<file path="src/rtl/factor_pkg.sv">
// Shared types and helpers for the factorization game judge.
package factor_pkg;

  localparam int unsigned HP_W  = 2;
  localparam int unsigned CNT_W = 4;

  typedef enum logic [1:0] {
    J_NONE = 2'b00,
    J_GOOD = 2'b01,
    J_BAD  = 2'b10,
    J_TMO  = 2'b11
  } judg_t;

  typedef enum logic [1:0] {
    R_PLAY  = 2'b00,
    R_CLEAR = 2'b01,
    R_OVER  = 2'b10
  } result_t;

  typedef enum logic [2:0] {
    IDLE,
    WAIT,
    SHOW,
    CLEAR,
    OVER
  } state_t;

  // Everything the judge presents to the game join, registered as one word.
  typedef struct packed {
    judg_t             judg;
    result_t           result;
    logic [HP_W-1:0]   hp;
    logic              ok;
    logic [CNT_W-1:0]  correct;
  } judge_out_t;

  function automatic int unsigned umax(input int unsigned a, input int unsigned b);
    return (a > b) ? a : b;
  endfunction

  // Hit points stop at zero instead of wrapping.
  function automatic logic [HP_W-1:0] hp_dec(input logic [HP_W-1:0] hp);
    return (hp == '0) ? '0 : hp - HP_W'(1);
  endfunction

  // Correct-answer count stops at its all-ones value.
  function automatic logic [CNT_W-1:0] cnt_inc(input logic [CNT_W-1:0] c);
    return (&c) ? c : c + CNT_W'(1);
  endfunction

endpackage

</file>
<file path="src/rtl/judge_timer.sv">
// Shared interval timer: clear, count while enabled, flag the terminal count.
module judge_timer #(
  parameter int unsigned W = 8
) (
  input  logic         clk,
  input  logic         rst,
  input  logic         clr,
  input  logic         en,
  input  logic [W-1:0] last,
  output logic         done_c
);

  logic [W-1:0] cnt;

  always_ff @(posedge clk) begin
    if (rst || clr) begin
      cnt <= '0;
    end else if (en) begin
      cnt <= cnt + W'(1);
    end
  end

  // High on the final counted cycle; the owner acts on it at the same edge.
  assign done_c = en && (cnt == last);

endmodule

</file>
<file path="src/rtl/answer_judge.sv">
// Judges answers, tracks hit points / correct count, paces verdict display.
// Optional feature: `ANSWER_TIMEOUT_EN adds a per-question answer time limit.
module answer_judge
  import factor_pkg::*;
#(
  parameter int unsigned HP_INIT   = 3,
  parameter int unsigned CLEAR_CNT = 5,
  parameter int unsigned SHOW_CYC  = 50_000_000,
  parameter int unsigned TMO_CYC   = 500_000_000
) (
  input  logic       clk,
  input  logic       rst,
  input  logic       que,
  input  logic [2:0] ans_key,
  input  logic [2:0] sel,
  input  logic       dec,
  output logic [1:0] judg_out,
  output logic [1:0] result_out,
  output logic [1:0] hp_out,
  output logic       ok_out,
  output logic [3:0] correct_out
);

  localparam int unsigned TMR_W = $clog2(umax(SHOW_CYC, TMO_CYC)) + 1;

  state_t     state, nxt;
  judge_out_t out_q, out_d;
  logic       dec_q;
  logic       dec_rise;
  logic       tmr_clr, tmr_en, tmr_done_c;
  logic [TMR_W-1:0] tmr_last;

  assign dec_rise = dec & ~dec_q;

  // Timer restarts on every state change, so each state sees a fresh count.
  assign tmr_clr = (state != nxt);
`ifdef ANSWER_TIMEOUT_EN
  assign tmr_en = (state == SHOW) || (state == WAIT);
`else
  assign tmr_en = (state == SHOW);
`endif
  assign tmr_last = (state == SHOW) ? TMR_W'(SHOW_CYC - 1) : TMR_W'(TMO_CYC - 1);

  judge_timer #(
    .W(TMR_W)
  ) u_timer (
    .clk    (clk),
    .rst    (rst),
    .clr    (tmr_clr),
    .en     (tmr_en),
    .last   (tmr_last),
    .done_c (tmr_done_c)
  );

  always_ff @(posedge clk) begin
    if (rst) begin
      state <= IDLE;
      dec_q <= 1'b1;
      out_q <= '{judg: J_NONE, result: R_PLAY, hp: HP_W'(HP_INIT), ok: 1'b0, correct: '0};
    end else begin
      state <= nxt;
      dec_q <= dec;
      out_q <= out_d;
    end
  end

  always_comb begin
    nxt      = state;
    out_d    = out_q;
    out_d.ok = 1'b0;
    case (state)
      IDLE: begin
        if (que) nxt = WAIT;
      end
      WAIT: begin
        // A withdrawn question wins over a simultaneous press.
        if (!que) begin
          nxt = IDLE;
        end else if (dec_rise) begin
          nxt = SHOW;
          if (sel == ans_key) begin
            out_d.judg    = J_GOOD;
            out_d.correct = cnt_inc(out_q.correct);
          end else begin
            out_d.judg = J_BAD;
            out_d.hp   = hp_dec(out_q.hp);
          end
        end
`ifdef ANSWER_TIMEOUT_EN
        else if (tmr_done_c) begin
          nxt        = SHOW;
          out_d.judg = J_TMO;
          out_d.hp   = hp_dec(out_q.hp);
        end
`endif
      end
      SHOW: begin
        if (tmr_done_c) begin
          out_d.judg = J_NONE;
          if (out_q.correct == CNT_W'(CLEAR_CNT)) begin
            nxt          = CLEAR;
            out_d.result = R_CLEAR;
          end else if (out_q.hp == '0) begin
            nxt          = OVER;
            out_d.result = R_OVER;
          end else begin
            nxt      = IDLE;
            out_d.ok = 1'b1;
          end
        end
      end
      CLEAR, OVER: begin
        nxt = state;
      end
      default: begin
        nxt = IDLE;
      end
    endcase
  end

  assign judg_out    = out_q.judg;
  assign result_out  = out_q.result;
  assign hp_out      = out_q.hp;
  assign ok_out      = out_q.ok;
  assign correct_out = out_q.correct;

endmodule

</file>
<file path="config.mk">
export PLATFORM = sky130hd
export DESIGN_NAME = answer_judge
export DESIGN_NICKNAME = d
export VERILOG_FILES = /design/src/rtl/factor_pkg.sv /design/src/rtl/judge_timer.sv /design/src/rtl/answer_judge.sv
export SDC_FILE = /design/constraint.sdc
export NUM_CORES = 1
export LEC_CHECK = 0
export BUFFER_PORTS_ARGS = -buffer_cell sky130_fd_sc_hd__clkbuf_2
export CAP_MARGIN = 25
export CELL_PAD_IN_SITES_DETAIL_PLACEMENT = 0
export CELL_PAD_IN_SITES_GLOBAL_PLACEMENT = 1
export CORE_MARGIN = 5
export CORE_UTILIZATION = 48
export DETAILED_ROUTE_END_ITERATION = 7
export GPL_TIMING_DRIVEN = 1
export PLACE_DENSITY = 0.81
export SETUP_SLACK_MARGIN = 0.5
export SYNTH_ARGS = -nofsm -noshare
export SYNTH_HDL_FRONTEND = slang
export SYNTH_SLANG_ARGS = --single-unit
</file>
<file path="constraint.sdc">
create_clock -name clk -period 3.7 [get_ports clk]
set_clock_uncertainty 0.2 [all_clocks]
set_input_delay 0.185 -clock clk [delete_from_list [all_inputs] [get_ports clk]]
set_output_delay 0.185 -clock clk [all_outputs]
set_load 0.02 [all_outputs]
</file>
==> flow_summary_export.csv <==
group,metric,value,unit
timing,hold_viol_final,0,
final_layout,stdcell_area,2520,um2
routing,wl_per_cell,14.2,um
clock_tree,tritoncts,"done",
floorplan,coreArea,4690,um2
yosys,synth_area_leaders,"dfxtp_1, nor2_1, xnor2_1",
power_and_ir_drop,leakage,0.000851,uW
final_layout,n_antenna_cell,0,
power_and_ir_drop,peakVddDrop,0.000278,V
yosys,ys_ff_latch,45,
clock_tree,cts_htree_levels,2,
floorplan,dieArea,6260,um2
yosys,synth_top_cell_area_share,39.3,%
final_layout,fillCellCount,459,
setup_path,start_kind,"flop",
setup_path,regToRegSetupSlack,1.12,ns
yosys,synth_top_cell_by_area,"dfxtp_1",
yosys,synth-main-ff-cell,"dfxtp_1",
yosys,synth_cells,261,
global_route,grt_max_degree,31,
timing,setup_violations,0,
routing,totalWireLength,4740,um
floorplan,die_h,79.1,um
timing,maxSlewViolCount,0,
final_layout,final_common_cell,"nor2_1",
worst_hold_path,hold_class,"in2reg",
final_layout,multiInputGateArea,1280,um2
timing,min_period_over_period,69.8,%
clock_tree,clockBufferDepth,2,
setup_path,cp-end-kind,"flop",
floorplan,ios,21,
setup_path,crit_type,"reg2reg",
clock_tree,clk_pin_slew,0.09,ns
timing,tns,0,ns
timing,hold_slack,0.0812,ns
yosys,avgSynthCellArea,8.78,um2
clock_tree,clock-sinks,45,
yosys,postSynth.asyncResetShare,0,%
setup_path,rr_startpoint,"u_timer.cnt[11]",
yosys,synthesis.nets,274,
floorplan,start_util,48.9,%
setup_path,cp.arrival,2.55,ns
global_route,grt_pass1_vias,1703,
clock_tree,cts_root_buf,"clkbuf_8",
placed_design,placed_cell_area,2380,um2
power_and_ir_drop,powerDensity,380,nW/um2
yosys,syn_area,2290,um2
routing,viasPerCell,5.55,
timing,slew_headroom,33.5,%
routing,drtAntennaViolNets,0,
final_layout,nets,291,
setup_path,crit_start,"u_timer.cnt[11]",
timing,worstMarginPinSlew,0.988,ns
placed_design,port_buffers,20,
clock_tree,numCtsBuffers,5,
final_layout,syn_to_final_growth,10.1,%
placed_design,post-dp-hpwl,3330,um
setup_path,required,3.67,ns
yosys,synth-edff-count,0,
setup_path,crit_fanout,30,
final_layout,drive_gt1_share,15.8,%
timing,period_minus_slack,2.58,ns
yosys,yosys_warnings,0,
job,max_cap_viol_count,0,
routing,drc,0,
timing,rsz0062_at_grt,"no",
placed_design,gp_congestion,0.756,
clock_tree,cts-resized-gates,0,
floorplan,fp.dieW,79.1,um
global_route,grt_pass1_wl,8040,um
clock_tree,cts_hold_buf,1,
final_layout,register_area,901,um2
yosys,synth-seq-area-share,39.3,%
routing,drt_first_pass_iters,4,
global_route,grt_util_all_layers,16.2,%
run_status,status,"complete, no violations",
global_route,grt-ovfl-total,0,
routing,drt-initial-drc-count,63,
clock_tree,cts_setup_buffers,0,
worst_hold_path,hold_start,"rst",
final_layout,final_cell_mix,"nor2_1, dfxtp_1, clkbuf_2",
global_route,antenna_found_initial,0,
floorplan,rows,25,
routing,vias,1848,
timing,max_freq,0.387,GHz
yosys,synth_cell_types,47,
clock_tree,clk_latency,0.30,ns
-- worst paths after layout --
path | endpoint | cells past startpoint
setup reg to reg | u_timer.cnt[27] | 5
hold / removal | judg_out[0] | 2
setup / recovery | u_timer.cnt[27] | 5
hold reg to reg | judg_out[1] | 2
-- power by group --
group	switching [uW]	total [uW]	internal (uW)
Combinational	19.9	31.4	11.4
Clock	171	439	268
Sequential	2.69	488	486
-- final cells by class --
class / count / area share, %
Clock buffer: 5 / 2.73
Clock inverter: 3 / 2.58
Timing Repair Buffer: 21 / 4.36
Sequential cell: 45 / 35.7
Multi-Input combinational cell: 198 / 50.9
Tap cell: 54 / 2.68
Inverter: 7 / 1.04
-- cells in the mapped netlist (2+ instances only) --
cell type and count:
buf_6 4, and4_1 2, o21ai_0 3, xnor2_1 18, nor3_1 13, xor2_1 17, buf_2 2, nand2_1 10
clkbuf_1 4, a21oi_1 5, a211oi_1 3, mux2i_1 2, ha_1 3, a31oi_1 3, nand3_1 15, inv_1 7
nor2_1 46, or4_4 2, and4b_1 3, nand4_1 14, and3_1 4, dfxtp_1 45, nand4b_1 4, nor4_1 7
and3_2 2, nor3b_1 2
-- cell families (layout without fill, tap and decap cells) --
logic type	count (synthesis)	in the layout	synth area share, %
buffers and inverters	18	36	4.64
adder cells (fa/ha/maj)	3	3	1.64
AO/OA/AOI/OAI	17	17	4.64
AND/OR/NAND/NOR	141	141	35.5
flip-flops	45	45	39.3
multiplexers	2	2	0.873
XOR/XNOR	35	35	13.4
-- worst max-delay path, stage by stage (launching register included) --
cell      delay [ns]
dfxtp_1         0.36
or4_4           0.56
nor4_4          0.36
nand4_2         0.26
nand3b_2        0.59
nor2_1          0.11
-- registers in the layout, summed over array words and instances, names as in the netlist --
| register | flops |
|---|---|
| correct_out | 4 |
| dec_q | 1 |
| hp_out | 2 |
| judg_out | 2 |
| ok_out | 1 |
| result_out | 2 |
| state | 3 |
| u_timer.cnt | 30 |
-- per-layer routing --
layer  vias to the layer above  part of all wire, %  GRT usage, %
met1                       864                   51          22.9
met3                         8                  2.5          3.40
met4                         0                  1.5          5.67
li1                        955                    -             -
met2                        21                   45          24.2
met5                         -                    0             0
-- metrics by stage --
stage	power (uW)	utilization, %	cells	setup WS (ns)
final	959	53.8	333	1.12
after global routing	997	53.8	333	0.928
after CTS	971	53.8	333	1.09
after detailed placement	531	50.7	324	1.10
after global placement	530	50.7	324	1.17
after floorplan	525	-	261	1.58
Note: power is estimated with default switching activity, not from simulation.
